## src/rtl/gemm_pkg.sv

```systemverilog
// Purpose : shared GEMM definitions - drain FSM states, index-width helper, default geometry.
// Latency : n/a (declarations only).
// Backpr. : n/a.
// Contents: drain_state_t, idx_width(), default DATA_WIDTH / matrix size / counter width.
package gemm_pkg;

  localparam int GEMM_DATA_WIDTH    = 64;
  localparam int GEMM_MATRIX_HEIGHT = 4;
  localparam int GEMM_MATRIX_WIDTH  = 4;
  localparam int GEMM_CNT_WIDTH     = 16;

  typedef enum logic {
    IDLE  = 1'b0,
    DRAIN = 1'b1
  } drain_state_t;

  // Index width for a dimension of n entries; a 1-entry dimension still gets a 1-bit index.
  function automatic int idx_width(input int n);
    int w;
    w = $clog2(n);
    return (w < 1) ? 1 : w;
  endfunction

endpackage

```

## src/rtl/gemm_idx_counter.sv

```systemverilog
// Purpose : row-major row/column wrap counter for walking an ROWS x COLS matrix.
// Latency : index updates on the edge after iclr/iadv; olast is a decode of the current index.
// Backpr. : none - the caller advances only when its element is consumed.
// Ports   : iclk, irst_n (async active-low); iclr zeroes the index (wins over iadv);
//           iadv steps col, wrapping into row; orow/ocol current index; olast at [ROWS-1][COLS-1].
module gemm_idx_counter
  import gemm_pkg::*;
#(
  parameter int ROWS = GEMM_MATRIX_HEIGHT,
  parameter int COLS = GEMM_MATRIX_WIDTH,
  parameter int RW   = idx_width(ROWS),
  parameter int CW   = idx_width(COLS)
) (
  input  logic          iclk,
  input  logic          irst_n,
  input  logic          iclr,
  input  logic          iadv,
  output logic [RW-1:0] orow,
  output logic [CW-1:0] ocol,
  output logic          olast
);

  localparam logic [RW-1:0] ROW_MAX = RW'(ROWS - 1);
  localparam logic [CW-1:0] COL_MAX = CW'(COLS - 1);

  logic [RW-1:0] r_row;
  logic [CW-1:0] r_col;
  logic          w_col_wrap;
  logic          w_row_wrap;

  assign w_col_wrap = (r_col == COL_MAX);
  assign w_row_wrap = (r_row == ROW_MAX);

  always_ff @(posedge iclk or negedge irst_n) begin
    if (!irst_n) begin
      r_row <= '0;
      r_col <= '0;
    end else if (iclr) begin
      r_row <= '0;
      r_col <= '0;
    end else if (iadv) begin
      if (w_col_wrap) begin
        r_col <= '0;
        r_row <= w_row_wrap ? '0 : r_row + 1'b1;
      end else begin
        r_col <= r_col + 1'b1;
      end
    end
  end

  assign orow  = r_row;
  assign ocol  = r_col;
  assign olast = w_col_wrap && w_row_wrap;

endmodule

```

## src/rtl/gemm_result_drain.sv

```systemverilog
// Purpose : captures the GEMM result matrix on idone and streams it row-major, one element per handshake.
// Latency : element [0][0] valid the cycle after idone; back-to-back frames when idone meets the last transfer.
// Backpr. : iready low holds odata/orow/ocol/olast; an idone arriving mid-drain is dropped and flagged on ooverrun.
// Ports   : iclk, irst_n (async active-low); idone + iresult_matrix capture; iready/ovalid handshake with
//           odata/orow/ocol/olast; obusy while draining; ooverrun sticky (iclr_overrun clears, set wins);
//           oframe_count counts fully drained frames and wraps.
module gemm_result_drain
  import gemm_pkg::*;
#(
  parameter  int DATA_WIDTH    = GEMM_DATA_WIDTH,
  parameter  int MATRIX_HEIGHT = GEMM_MATRIX_HEIGHT,
  parameter  int MATRIX_WIDTH  = GEMM_MATRIX_WIDTH,
  parameter  int CNT_WIDTH     = GEMM_CNT_WIDTH,
  localparam int RW            = idx_width(MATRIX_HEIGHT),
  localparam int CW            = idx_width(MATRIX_WIDTH)
) (
  input  logic                                                   iclk,
  input  logic                                                   irst_n,
  input  logic                                                   idone,
  input  logic [MATRIX_HEIGHT-1:0][MATRIX_WIDTH-1:0][DATA_WIDTH-1:0] iresult_matrix,
  input  logic                                                   iready,
  input  logic                                                   iclr_overrun,
  output logic                                                   ovalid,
  output logic [DATA_WIDTH-1:0]                                  odata,
  output logic [RW-1:0]                                          orow,
  output logic [CW-1:0]                                          ocol,
  output logic                                                   olast,
  output logic                                                   obusy,
  output logic                                                   ooverrun,
  output logic [CNT_WIDTH-1:0]                                   oframe_count
);

  drain_state_t r_state;
  drain_state_t w_state_nxt;

  logic [MATRIX_HEIGHT-1:0][MATRIX_WIDTH-1:0][DATA_WIDTH-1:0] r_buf;
  logic                 r_overrun;
  logic [CNT_WIDTH-1:0] r_frame_count;

  logic          w_xfer;
  logic          w_last;
  logic [RW-1:0] w_row;
  logic [CW-1:0] w_col;
  logic          w_capture;
  logic          w_idx_clr;
  logic          w_idx_adv;
  logic          w_frame_done;
  logic          w_overrun_set;

  assign w_xfer = (r_state == DRAIN) && iready;

  gemm_idx_counter #(
    .ROWS (MATRIX_HEIGHT),
    .COLS (MATRIX_WIDTH),
    .RW   (RW),
    .CW   (CW)
  ) u_idx (
    .iclk   (iclk),
    .irst_n (irst_n),
    .iclr   (w_idx_clr),
    .iadv   (w_idx_adv),
    .orow   (w_row),
    .ocol   (w_col),
    .olast  (w_last)
  );

  always_ff @(posedge iclk or negedge irst_n) begin
    if (!irst_n) begin
      r_state <= IDLE;
    end else begin
      r_state <= w_state_nxt;
    end
  end

  always_comb begin
    w_state_nxt   = r_state;
    w_capture     = 1'b0;
    w_idx_clr     = 1'b0;
    w_idx_adv     = 1'b0;
    w_frame_done  = 1'b0;
    w_overrun_set = 1'b0;
    case (r_state)
      IDLE: begin
        if (idone) begin
          w_capture   = 1'b1;
          w_idx_clr   = 1'b1;
          w_state_nxt = DRAIN;
        end
      end
      DRAIN: begin
        if (w_xfer) begin
          w_idx_adv = 1'b1;
          if (w_last) begin
            w_frame_done = 1'b1;
            // A new frame landing on the final transfer is accepted with no idle bubble.
            if (idone) begin
              w_capture = 1'b1;
              w_idx_clr = 1'b1;
            end else begin
              w_state_nxt = IDLE;
            end
          end
        end
        if (idone && !(w_xfer && w_last)) begin
          w_overrun_set = 1'b1;
        end
      end
    endcase
  end

  // Capture buffer has no reset: its contents are only observed while draining.
  always_ff @(posedge iclk) begin
    if (w_capture) begin
      r_buf <= iresult_matrix;
    end
  end

  always_ff @(posedge iclk or negedge irst_n) begin
    if (!irst_n) begin
      r_overrun     <= 1'b0;
      r_frame_count <= '0;
    end else begin
      if (w_overrun_set) begin
        r_overrun <= 1'b1;
      end else if (iclr_overrun) begin
        r_overrun <= 1'b0;
      end
      if (w_frame_done) begin
        r_frame_count <= r_frame_count + 1'b1;
      end
    end
  end

  assign ovalid       = (r_state == DRAIN);
  assign obusy        = (r_state == DRAIN);
  assign olast        = ovalid && w_last;
  assign odata        = ovalid ? r_buf[w_row][w_col] : '0;
  assign orow         = w_row;
  assign ocol         = w_col;
  assign ooverrun     = r_overrun;
  assign oframe_count = r_frame_count;

endmodule

```

## config.mk

```make
export PLATFORM = sky130hd
export DESIGN_NAME = gemm_result_drain
export DESIGN_NICKNAME = d
export VERILOG_FILES = /design/src/rtl/gemm_pkg.sv /design/src/rtl/gemm_idx_counter.sv /design/src/rtl/gemm_result_drain.sv
export SDC_FILE = /design/constraint.sdc
export NUM_CORES = 1
export LEC_CHECK = 0
export ABC_AREA = 1
export CORE_AREA = 2 2 436 438
export DETAILED_ROUTE_END_ITERATION = 10
export DIE_AREA = 0 0 438 440
export PLACE_DENSITY = 0.46
export SYNTH_ARGS = -nofsm -noshare
export SYNTH_HDL_FRONTEND = slang
export SYNTH_SLANG_ARGS = --single-unit
```

## constraint.sdc

```tcl
create_clock -name iclk -period 67.9 [get_ports iclk]
set_clock_uncertainty 0.15 [all_clocks]
set_input_delay 6.79 -clock iclk [delete_from_list [all_inputs] [get_ports iclk]]
set_output_delay 6.79 -clock iclk [all_outputs]
set_load 0.02 [all_outputs]
```

=== Word level (Yosys, flattened, before mapping) ===
Cells that the tools add are included.

* Bits in registers: 1046
* Bits of input ports: 1029
* Output and inout bits: 88
* Word-level logic and storage cells: 67

* $add $sub $neg: 3
* $lt $le $gt $ge: 2
* Equality and inequality tests: 2
* Mux-type cells: 28
* Bitwise gates (word level): 1
* Reduce and logical (&&, ||, !) cells: 10

{| class="wikitable"
|+ Operators by type and width
! cell !! count
|-
| 256-bit binary-select mux with 2-bit select || 1
|-
| 256-bit two-way mux || 1
|-
| 64-bit binary-select mux with 2-bit select || 1
|-
| 64-bit two-way mux || 2
|-
| 16-bit by 1-bit adder with 16-bit output, second input constant || 1
|-
| 1-bit two-way mux || 14
|-
| 2-bit two-way mux || 7
|-
| 2-bit by 3-bit < comparator with 1-bit output, second input constant || 2
|-
| 2-bit nonzero test || 3
|-
| 1-bit logical AND || 5
|-
| 2-bit by 1-bit adder with 2-bit output, second input constant || 2
|-
| 2-bit equality test, second input constant || 2
|-
| 1-bit case mux with 2 select lines || 2
|-
| 2-bit AND reduction || 1
|-
| 1-bit zero test || 1
|-
| 1-bit inverter || 1
|}

=== Logic depth before layout (Yosys ltp) ===
Gate-level depths: netlist (run 1).

* Depth after elaboration: 8
* Depth in mapped cells: 10
* Depth with buffers taken out: 9

=== Modules after synthesis ===
From an unflattened synthesis (run 1), not the netlist that was laid out.

* Cells, all modules: 4135
* Area, all modules: 44313.8 µm²

{| class="wikitable"
|+ By module, submodules not included
! module !! instances !! cells each !! area each (µm²) !! seq. area each (µm²)
|-
| gemm_result_drain || 1 || 4109 || 44098.5 || 31199.9
|-
| gemm_idx_counter || 1 || 26 || 215.2 || 100.1
|}

=== Worst setup path after synthesis (run 1) ===
OpenSTA, ideal clock, no wires.

* Kind: input port to flip-flop
* Start point: in iready
* End point: reg r_buf[0] (netlist name) (enable)
* Setup time: 1.356 ns
* Arrival time: 26.835 ns
* Required time: 66.394 ns
* Slack: 39.559 ns
* Cell stages on the path: 4
* Buffers on the path: 0
* Cell sequence: nand2_1 -> nor2_1 -> o21ai_0 -> inv_1

* Longest elaborated chain between the ends: 3

{| class="wikitable"
|+ Ends and longest elaborated chain
! item !! line !! text
|-
| start, declared || gemm_result_drain.sv:21 || <nowiki>input logic iready,</nowiki>
|-
| 1-bit logical AND || gemm_result_drain.sv:50 || <nowiki>assign w_xfer = (r_state == DRAIN) && iready;</nowiki>
|-
| 1-bit two-way mux || -- ||
|-
| 1-bit case mux with 2 select lines || -- ||
|-
| via u_idx.iclr || gemm_idx_counter.sv:16 || <nowiki>input logic iclr,</nowiki>
|-
| end signal, assigned || gemm_result_drain.sv:114 || <nowiki>r_buf <= iresult_matrix;</nowiki>
|-
| end, declared || gemm_result_drain.sv:36 || <nowiki>logic [MATRIX_HEIGHT-1:0][MATRIX_WIDTH-1:0][DATA_WIDTH-1:0] r_buf;</nowiki>
|}

The timed path passes the listed nets, and every way through them passes these cells.
A chain may end at the register's enable or synchronous reset.

=== Final worst setup path (run 1) ===
* Start point: reg u_idx.r_row[0] (netlist: u_idx.orow[0])
* End point: out odata[20]

* Longest elaborated chain between the ends: 5

{| class="wikitable"
|+ Ends and longest elaborated chain
! item !! line !! text
|-
| start, declared || gemm_idx_counter.sv:26 || <nowiki>logic [RW-1:0] r_row;</nowiki>
|-
| start signal, assigned || gemm_idx_counter.sv:44 || <nowiki>r_row <= w_row_wrap ? '0 : r_row + 1'b1;</nowiki>
|-
| 256-bit binary-select mux with 2-bit select || gemm_result_drain.sv:137 || <nowiki>assign odata = ovalid ? r_buf[w_row][w_col] : '0;</nowiki>
|-
| 256-bit two-way mux (not written as such) || gemm_result_drain.sv:137 ||
|-
| 64-bit binary-select mux with 2-bit select || gemm_result_drain.sv:137 ||
|-
| 64-bit two-way mux (not written as such) || gemm_result_drain.sv:137 ||
|-
| 64-bit two-way mux || gemm_result_drain.sv:137 ||
|-
| end, declared || gemm_result_drain.sv:24 || <nowiki>output logic [DATA_WIDTH-1:0] odata,</nowiki>
|}

No other way between the ends. The select of a mux whose other input is x is not followed.

==> results of run 1 <==
synthesized netlist by cell type:
| master | number |
|---|---|
| sky130_fd_sc_hd__nand2_1 | 1568 |
| sky130_fd_sc_hd__edfxtp_1 | 1024 |
| sky130_fd_sc_hd__xnor2_1 | 6 |
| sky130_fd_sc_hd__o21bai_1 | 1 |
| sky130_fd_sc_hd__nand4_1 | 2 |
| sky130_fd_sc_hd__buf_2 | 132 |
| sky130_fd_sc_hd__a21oi_1 | 66 |
| sky130_fd_sc_hd__clkbuf_1 | 40 |
| sky130_fd_sc_hd__ha_1 | 3 |
| sky130_fd_sc_hd__inv_2 | 1 |
| sky130_fd_sc_hd__dfrtp_1 | 22 |
| sky130_fd_sc_hd__inv_8 | 1 |
| sky130_fd_sc_hd__buf_6 | 6 |
| sky130_fd_sc_hd__xor2_1 | 6 |
| sky130_fd_sc_hd__buf_4 | 31 |
| sky130_fd_sc_hd__nor2_1 | 14 |
| sky130_fd_sc_hd__inv_1 | 526 |
| sky130_fd_sc_hd__nand3b_1 | 1 |
| sky130_fd_sc_hd__nor3b_1 | 1 |
| sky130_fd_sc_hd__o21ai_0 | 9 |
| sky130_fd_sc_hd__buf_1 | 12 |
| sky130_fd_sc_hd__nand3_1 | 648 |
final timing paths:
| check | depth (start not counted) | end | startpoint |
|---|---|---|---|
| max | 11 | odata[20] | u_idx.orow[0] |
| min | 1 | oframe_count[12] | oframe_count[12] |
| max reg2reg | 9 | r_buf[717] | u_idx.orow[1] |
| min reg2reg | 1 | oframe_count[12] | oframe_count[12] |
| max in group asynchronous | 1 | u_idx.orow[1] | irst_n |
| min in group asynchronous | 1 | ooverrun | irst_n |
area by class of cell:
class | instances | area (um2)
Fill cell | 19303 | 126800
Sequential cell | 1046 | 31320
Timing Repair Buffer | 1154 | 11530
Multi-Input combinational cell | 2325 | 9734
Clock buffer | 169 | 3483
Tap cell | 2511 | 3142
Inverter | 528 | 2033
Clock inverter | 64 | 476.7
Antenna cell | 45 | 112.6
state kept, by name, indices dropped and copies added, names as in the netlist:
| name | flops |
|---|---|
| r_buf | 1024 |
| ooverrun | 1 |
| u_idx.ocol | 2 |
| obusy | 1 |
| oframe_count | 16 |
| u_idx.orow | 2 |
layer usage:
layer  routed length (um)  vias to the layer above  share of wire, %
li1                     -                    15707                 -
met1                85670                    16452                42
met2                98760                     1347                48
met3                15350                      325               7.5
met4                 5441                       32               2.6
met5                  192                        -             0.093
metrics by stage:
stage	instances	area, um2	utilization, %	hold WS, ns
after floorplan	4120	44180	-	0.4487
after global routing	7830	61800	32.77	0.4149
after CTS	7797	61720	32.73	0.3800
after global placement	7564	57760	30.63	0.3695
after detailed placement	7564	57760	30.63	0.3705
final	7842	61830	32.79	0.3828
worst max-delay path: stages, from the launching register on:
cell                              delay (ns)
sky130_fd_sc_hd__dfrtp_4                0.94
sky130_fd_sc_hd__buf_4                  0.75
sky130_fd_sc_hd__buf_4                  0.62
sky130_fd_sc_hd__buf_4                  0.56
sky130_fd_sc_hd__buf_4                  0.53
sky130_fd_sc_hd__nand2_1                0.10
sky130_fd_sc_hd__nand2_1                0.09
sky130_fd_sc_hd__nand2_1                0.05
sky130_fd_sc_hd__nand3_1                0.09
sky130_fd_sc_hd__nand3_1                0.26
sky130_fd_sc_hd__a21oi_1                0.64
sky130_fd_sc_hd__clkdlybuf4s50_1        0.74
power by group through the flow:
stage	Sequential [uW]	Combinational [uW]	Clock, uW
global placement	783	904	0
global route	771	966	706
detailed placement	783	903	0
CTS	770	907	681
floorplan	788	462	0
finish	769	892	664
cells by family after synthesis:
family / Yosys count
xor gates and xnor gates: 12
and+or+nand+nor: 2234
DFF: 1046
AOI/OAI and AO/OA: 76
buffers and inverters: 749
adders and majority gates: 3
cells in the final DEF, fill, tap and decap left out:
| cell type | count |
|---|---|
| sky130_fd_sc_hd__clkinv_2 | 16 |
| sky130_fd_sc_hd__o21ai_0 | 9 |
| sky130_fd_sc_hd__xor2_1 | 6 |
| sky130_fd_sc_hd__xnor2_1 | 6 |
| sky130_fd_sc_hd__nand4_1 | 2 |
| sky130_fd_sc_hd__inv_1 | 522 |
| sky130_fd_sc_hd__inv_8 | 2 |
| sky130_fd_sc_hd__clkinv_1 | 27 |
| sky130_fd_sc_hd__clkinv_4 | 2 |
| sky130_fd_sc_hd__buf_12 | 6 |
| sky130_fd_sc_hd__clkinvlp_4 | 3 |
| sky130_fd_sc_hd__dfrtp_4 | 4 |
| sky130_fd_sc_hd__inv_6 | 9 |
| sky130_fd_sc_hd__clkinv_16 | 1 |
| sky130_fd_sc_hd__a21oi_1 | 66 |
| sky130_fd_sc_hd__nand3b_1 | 1 |
| sky130_fd_sc_hd__clkdlybuf4s50_1 | 1116 |
| sky130_fd_sc_hd__bufinv_16 | 4 |
| sky130_fd_sc_hd__clkbuf_8 | 2 |
| sky130_fd_sc_hd__buf_4 | 32 |
| sky130_fd_sc_hd__diode_2 | 45 |
| sky130_fd_sc_hd__clkbuf_1 | 34 |
| sky130_fd_sc_hd__clkinv_8 | 4 |
| sky130_fd_sc_hd__edfxtp_1 | 1024 |
| sky130_fd_sc_hd__nand3_1 | 648 |
| sky130_fd_sc_hd__nand2_1 | 1568 |
| sky130_fd_sc_hd__nor3b_1 | 1 |
| sky130_fd_sc_hd__clkbuf_16 | 133 |
| sky130_fd_sc_hd__o21bai_1 | 1 |
| sky130_fd_sc_hd__ha_1 | 3 |
| sky130_fd_sc_hd__inv_4 | 2 |
| sky130_fd_sc_hd__dfrtp_1 | 18 |
| sky130_fd_sc_hd__nor2_1 | 14 |
==> qor_table.md, run 1 <==
| Stage | Parameter | Reported |
|---|---|---|
| grt | Overflow left after global routing | 0 |
| detailed routing | Detailed-route via count | 33,863 |
| sta | Final setup TNS | 0 ns |
| die | Die area | 0.1927 mm2 |
| yosys | Flip-flop and latch count after synthesis | 1,046 |
| placement | Buffers on Ports | 1,116 |
| yosys | Adder and majority gate portion of the synthesized area | 0.08496% |
| run status | Result of the run | complete, no violations |
| yosys | Fraction of the yosys area taken by sequential cells | 70.85% |
| sta | Endpoints failing hold | 0 |
| setup path | Capturing element type of the critical path | output port |
| sta | Final slew viol count | 0 |
| die | Ports | 1,117 |
| yosys | Cell count after synthesis | 4,120 |
| power and ir drop | Total power per unit cell area | 37.60 mW/mm2 |
| grt | Largest net degree at the start of global routing | 187 |
| grt | Wire length of the first global-routing pass | 270,500 um |
| yosys | Area fraction of the dominant cell type after synthesis | 69.60% |
| power and ir drop | Int Power | 1387 uW |
| setup path | Largest driver fanout on the critical path | 64 |
| cells and area | Nets | 6,217 |
| power and ir drop | Portion of total power attributed to sequential cells | 33.1% |
| sta | Setup slack after layout | 54.55 ns |
| power and ir drop | Switching part of the total power | 40.35% |
| yosys | Main combinational cell family by area after synthesis | simple AND/OR/NAND/NOR gates |
| cells and area | Share of cells above drive strength 1 | 4.162% |
| hold path | Hold crit path type | register to register |
| clock tree | # hold bufs at CTS | 0 |
| die | Floorplan die height | 440 um |
| placement | Weighted congestion at the end of routability-driven global placement | 0.9229 |
| clock tree | Clk slew on worst S/H paths | 0.06 ns |
| clock tree | Setup fix buffers added after clock tree synthesis | 0 |
| power and ir drop | Static leakage | 0.02426 uW |
| detailed routing | Post-detailed-routing wire length | 205,400 um |
| grt | Antenna violations before repair | 125 |
| detailed routing | Residual antenna-violating net count after detailed routing | 0 |
| grt | Layer carrying the most global-route usage | met2 |
| detailed routing | DRC viols | 0 |
| sta | Transition time of the tightest slew-check pin | 1.210 ns |
| detailed routing | Average via count per standard cell | 4.318 |
| detailed routing | Mean routed wirelength per cell | 26.19 um |
| yosys | Cells taking the most area after synthesis | sky130_fd_sc_hd__edfxtp_1 (70%), sky130_fd_sc_hd__nand2_1 (13%), sky130_fd_sc_hd__nand3_1 (7.3%) |
| clock tree | Max Buffers Root-to-Sink | 3 |
| grt | Met2 capacity usage during global routing | 33.44% |
| clock tree | CTS tree | yes |
| power and ir drop | Clock share of power | 28.6% |
| yosys | Total nets after synthesis | 5,152 |
| setup path | Critical path required time | 60.96 ns |
| clock tree | Latest clock arrival within the worst-skew pair | 0.78 ns |
| yosys | Parity-gate share of the synthesized area counting xor and xnor cells | 0.2379% |
| setup path | Worst Setup Start Kind | register |
| yosys | Count of distinct cell types in the synthesized netlist | 22 |
| sta | Highest Clock Rate | 74.93 MHz |
| sta | Unrepaired setup endpoints after global routing | false |
| placement | Half-perimeter wire length after detailed placement | 150,800 um |
| yosys | Synthesis Warnings | 0 |
| grt | Overall Global Routing Usage | 20.52% |
| clock tree | Library cell used as clock root buffer | sky130_fd_sc_hd__clkbuf_16 |
| setup path | Type of the worst setup path | register to output port |
| sta | Period utilization | 19.66% |
| yosys | Average instance area after synthesis | 10.72 um2 |
| power and ir drop | Sw power | 938.0 uW |
| detailed routing | Pre-antenna DRT Iters | 7 |
| flow run | Count of max-cap constraint violations | 0 |
| yosys | Largest area contributor in the synthesized netlist | sky130_fd_sc_hd__edfxtp_1 |
| grt | Met3 Track Usage GR | 5.510% |
| die | X dimension of the die | 438 um |
| power and ir drop | Power share of the combinational group | 38.4% |
| setup path | Worst-case register-to-register setup slack | 60.80 ns |
| yosys | Multiplexer share of the synthesized area | 0% |
| power and ir drop | Worst supply voltage drop on vdd | 0.02880 mV |
| clock tree | Number of clock buffers inserted by TritonCTS | 130 |
| yosys | Basic-gate share of the synthesized area counting and, or, nand and nor cells | 20.84% |
| die | Initial cell density of the core | 23.43% |
| cells and area | Layout area overhead | 39.95% |
| yosys | Share of the synthesized area in compound gates (AO/OA/AOI/OAI) | 0.8666% |
| detailed routing | Initial detailed-routing violation count | 3,120 |
| power and ir drop | Final Power | 2325 uW |
| clock tree | PostCTS Resize Cnt | 0 |
| grt | Number of global-route vias before repair | 32,431 |
| die | Core area | 0.1886 mm2 |
| die | Placement Rows | 160 |
| grt | Routing usage on met1 | 26.35% |
| sta | Setup violation total in the final timing report | 0 |
| setup path | Worst path arrival time | 6.41 ns |
| yosys | Netlist Area Pre-Place | 0.04418 mm2 |
| sta | Final critical delay including setup and external delays | 13.35 ns |
| placement | Pre-CTS worst setup slack | 55.38 ns |
| clock tree | Max H-tree Level | 4 |
| sta | Worst slew slack as a fraction of its limit | 19.36% |
| clock tree | Total number of clock tree sinks | 1,046 |
No activity file was read; power rests on OpenSTA's default activity.
==> run 2: changes to the inputs <==
clock period = 13.3 ns   (was 67.9 ns; I/O delays follow)
==> run 2 against run 1 <==
Against the previous run: flip-flop and latch count unchanged; register-to-register slack worse by 54 ns; first-iteration DRC count grew 4.8%; via count rose by 1.2%.
==> qor_table.md, run 2 (synthesis results as in run 1) <==
| Stage | Parameter | Reported |
|---|---|---|
| cells and area | Nets | 6,215 |
| clock tree | Number of clock buffers inserted by TritonCTS | 131 |
| placement | Weighted congestion at the end of routability-driven global placement | 0.9459 |
| detailed routing | Residual antenna-violating net count after detailed routing | 0 |
| clock tree | CTS tree | yes |
| grt | Overall Global Routing Usage | 20.77% |
| cells and area | Final core utilization | 32.86% |
| die | Core area | 0.1886 mm2 |
| setup path | Worst path arrival time | 5.46 ns |
| flow run | Count of max-cap constraint violations | 0 |
| cells and area | Largest register FFs | 1,024 |
| grt | Largest net degree at the start of global routing | 233 |
| detailed routing | Initial detailed-routing violation count | 3,269 |
| hold path | Hold crit path type | register to register |
| grt | Overflow left after global routing | 0 |
| clock tree | Setup fix buffers added after clock tree synthesis | 0 |
| sta | Transition time of the tightest slew-check pin | 1.374 ns |
| placement | Total instance count after detailed placement | 7,561 |
| clock tree | Max H-tree Level | 4 |
| sta | Final setup TNS | 0 ns |
| cells and area | Number of standard cells in the layout, taps in and fillers out | 7,858 |
| die | Ports | 1,117 |
| setup path | Type of the worst setup path | register to output port |
| grt | Wire length of the first global-routing pass | 274,100 um |
| cells and area | Layout area overhead | 40.27% |
| sta | Worst slew slack as a fraction of its limit | 8.424% |
| detailed routing | Pre-antenna DRT Iters | 6 |
| die | Die area | 0.1927 mm2 |
| detailed routing | DRC viols | 0 |
| placement | Buffers on Ports | 1,116 |
| sta | Final critical delay including setup and external delays | 6.935 ns |
| sta | Highest Clock Rate | 144.2 MHz |
| setup path | Capturing element type of the critical path | output port |
| cells and area | Commonest non-fill, non-tap cells in the layout | sky130_fd_sc_hd__nand2_1 (1,567), sky130_fd_sc_hd__clkdlybuf4s50_1 (1,116), sky130_fd_sc_hd__edfxtp_1 (1,024), sky130_fd_sc_hd__nand3_1 (648), sky130_fd_sc_hd__inv_1 (522) |
| detailed routing | Average via count per standard cell | 4.362 |
| grt | Antenna violations before repair | 113 |
| detailed routing | Post-detailed-routing wire length | 207,900 um |
| power and ir drop | Total power per unit cell area | 193.4 mW/mm2 |
| grt | Number of global-route vias before repair | 33,062 |
| die | Floorplan die height | 440 um |
| placement | Pre-CTS worst setup slack | 7.171 ns |
| die | Placement Rows | 160 |
| detailed routing | Detailed-route via count | 34,274 |
| power and ir drop | Worst supply voltage drop on vdd | 0.1945 mV |
| clock tree | Total number of clock tree sinks | 1,046 |
| cells and area | Most frequent standard cell in the layout excluding fill and tap cells | sky130_fd_sc_hd__nand2_1 |
| cells and area | Share of cells above drive strength 1 | 4.093% |
| sta | Period utilization | 52.15% |
| power and ir drop | Static leakage | 0.02426 uW |
| detailed routing | Mean routed wirelength per cell | 26.46 um |
| sta | Unrepaired setup endpoints after global routing | false |
| sta | Setup slack after layout | 6.365 ns |
| setup path | Worst Setup Start Kind | register |
| clock tree | PostCTS Resize Cnt | 0 |
| die | Initial cell density of the core | 23.43% |
| cells and area | Register bank with the most flops | r_buf |
| run status | Result of the run | complete, no violations |
| setup path | Critical path required time | 11.82 ns |
| die | X dimension of the die | 438 um |
| clock tree | Latest clock arrival within the worst-skew pair | 0.78 ns |
| sta | Final slew viol count | 0 |
| sta | Endpoints failing hold | 0 |
| clock tree | # hold bufs at CTS | 0 |
| clock tree | Clk slew on worst S/H paths | 0.06 ns |
| setup path | Worst-case register-to-register setup slack | 7.15 ns |
| clock tree | Library cell used as clock root buffer | sky130_fd_sc_hd__clkbuf_16 |
| clock tree | Max Buffers Root-to-Sink | 3 |
| sta | Setup violation total in the final timing report | 0 |
| placement | Half-perimeter wire length after detailed placement | 151,800 um |
| setup path | Largest driver fanout on the critical path | 49 |
## run 2: cell types whose count changed in the layout (fill, tap and decap cells not counted), sizes merged
cell / previous run / this run
buf: 38 / 35
bufinv: 4 / 2
clkbuf: 169 / 177
clkinv: 50 / 43
clkinvlp: 3 / 4
diode: 45 / 70
inv: 535 / 529
## run 2: power breakdown
part,internal (uW),switching [uW]
clock,1960,1470
combinational,1380,3270
sequential,3770,133
## run 2: critical path: stages (launching register included)
cell,delay (ns)
sky130_fd_sc_hd__dfrtp_4,0.85
sky130_fd_sc_hd__buf_4,0.60
sky130_fd_sc_hd__buf_4,0.67
sky130_fd_sc_hd__buf_4,0.63
sky130_fd_sc_hd__nand3_1,0.15
sky130_fd_sc_hd__nand3_1,0.11
sky130_fd_sc_hd__nand3_1,0.48
sky130_fd_sc_hd__a21oi_1,0.32
sky130_fd_sc_hd__clkdlybuf4s50_1,0.63
## run 2: per-layer routing
metal  vias to the layer above  routed length, um  track usage, %
met5                         -                119               0
met4                        16               6447           9.244
met3                       333              16270           5.290
met2                      1537              96690           31.84
met1                     16656              88410           27.59
li1                      15732                  -               -
## run 2: layout make-up
class | instances | area [um2]
Tap cell | 2511 | 3142
Multi-Input combinational cell | 2325 | 9769
Timing Repair Buffer | 1151 | 11530
Inverter | 528 | 2029
Clock buffer | 177 | 3650
Sequential cell | 1046 | 31320
Fill cell | 19418 | 126600
Antenna cell | 70 | 175.2
Clock inverter | 50 | 355.3
## run 2: through the flow
| step | total power, uW | hold slack [ns] | instance area [um2] |
|---|---|---|---|
| 2_1_floorplan | 6341 | 0.4487 | 44220 |
| 3_3_place_gp | 8655 | 0.3648 | 57790 |
| 3_5_place_dp | 8643 | 0.3677 | 57790 |
| 4_1_cts | 12120 | 0.3788 | 61790 |
| 5_1_grt | 12540 | 0.4008 | 61930 |
| 6_report | 11990 | 0.3790 | 61970 |
## run 2: path summary, 6_finish.rpt
kind | end | depth (start not counted) | startpoint
setup / recovery | odata[29] | 8 | u_idx.orow[1]
hold reg to reg | oframe_count[10] | 1 | oframe_count[10]
max in group asynchronous | u_idx.orow[1] | 2 | irst_n
hold / removal | oframe_count[10] | 1 | oframe_count[10]
min in group asynchronous | ooverrun | 2 | irst_n
setup reg to reg | r_buf[408] | 9 | u_idx.ocol[0]
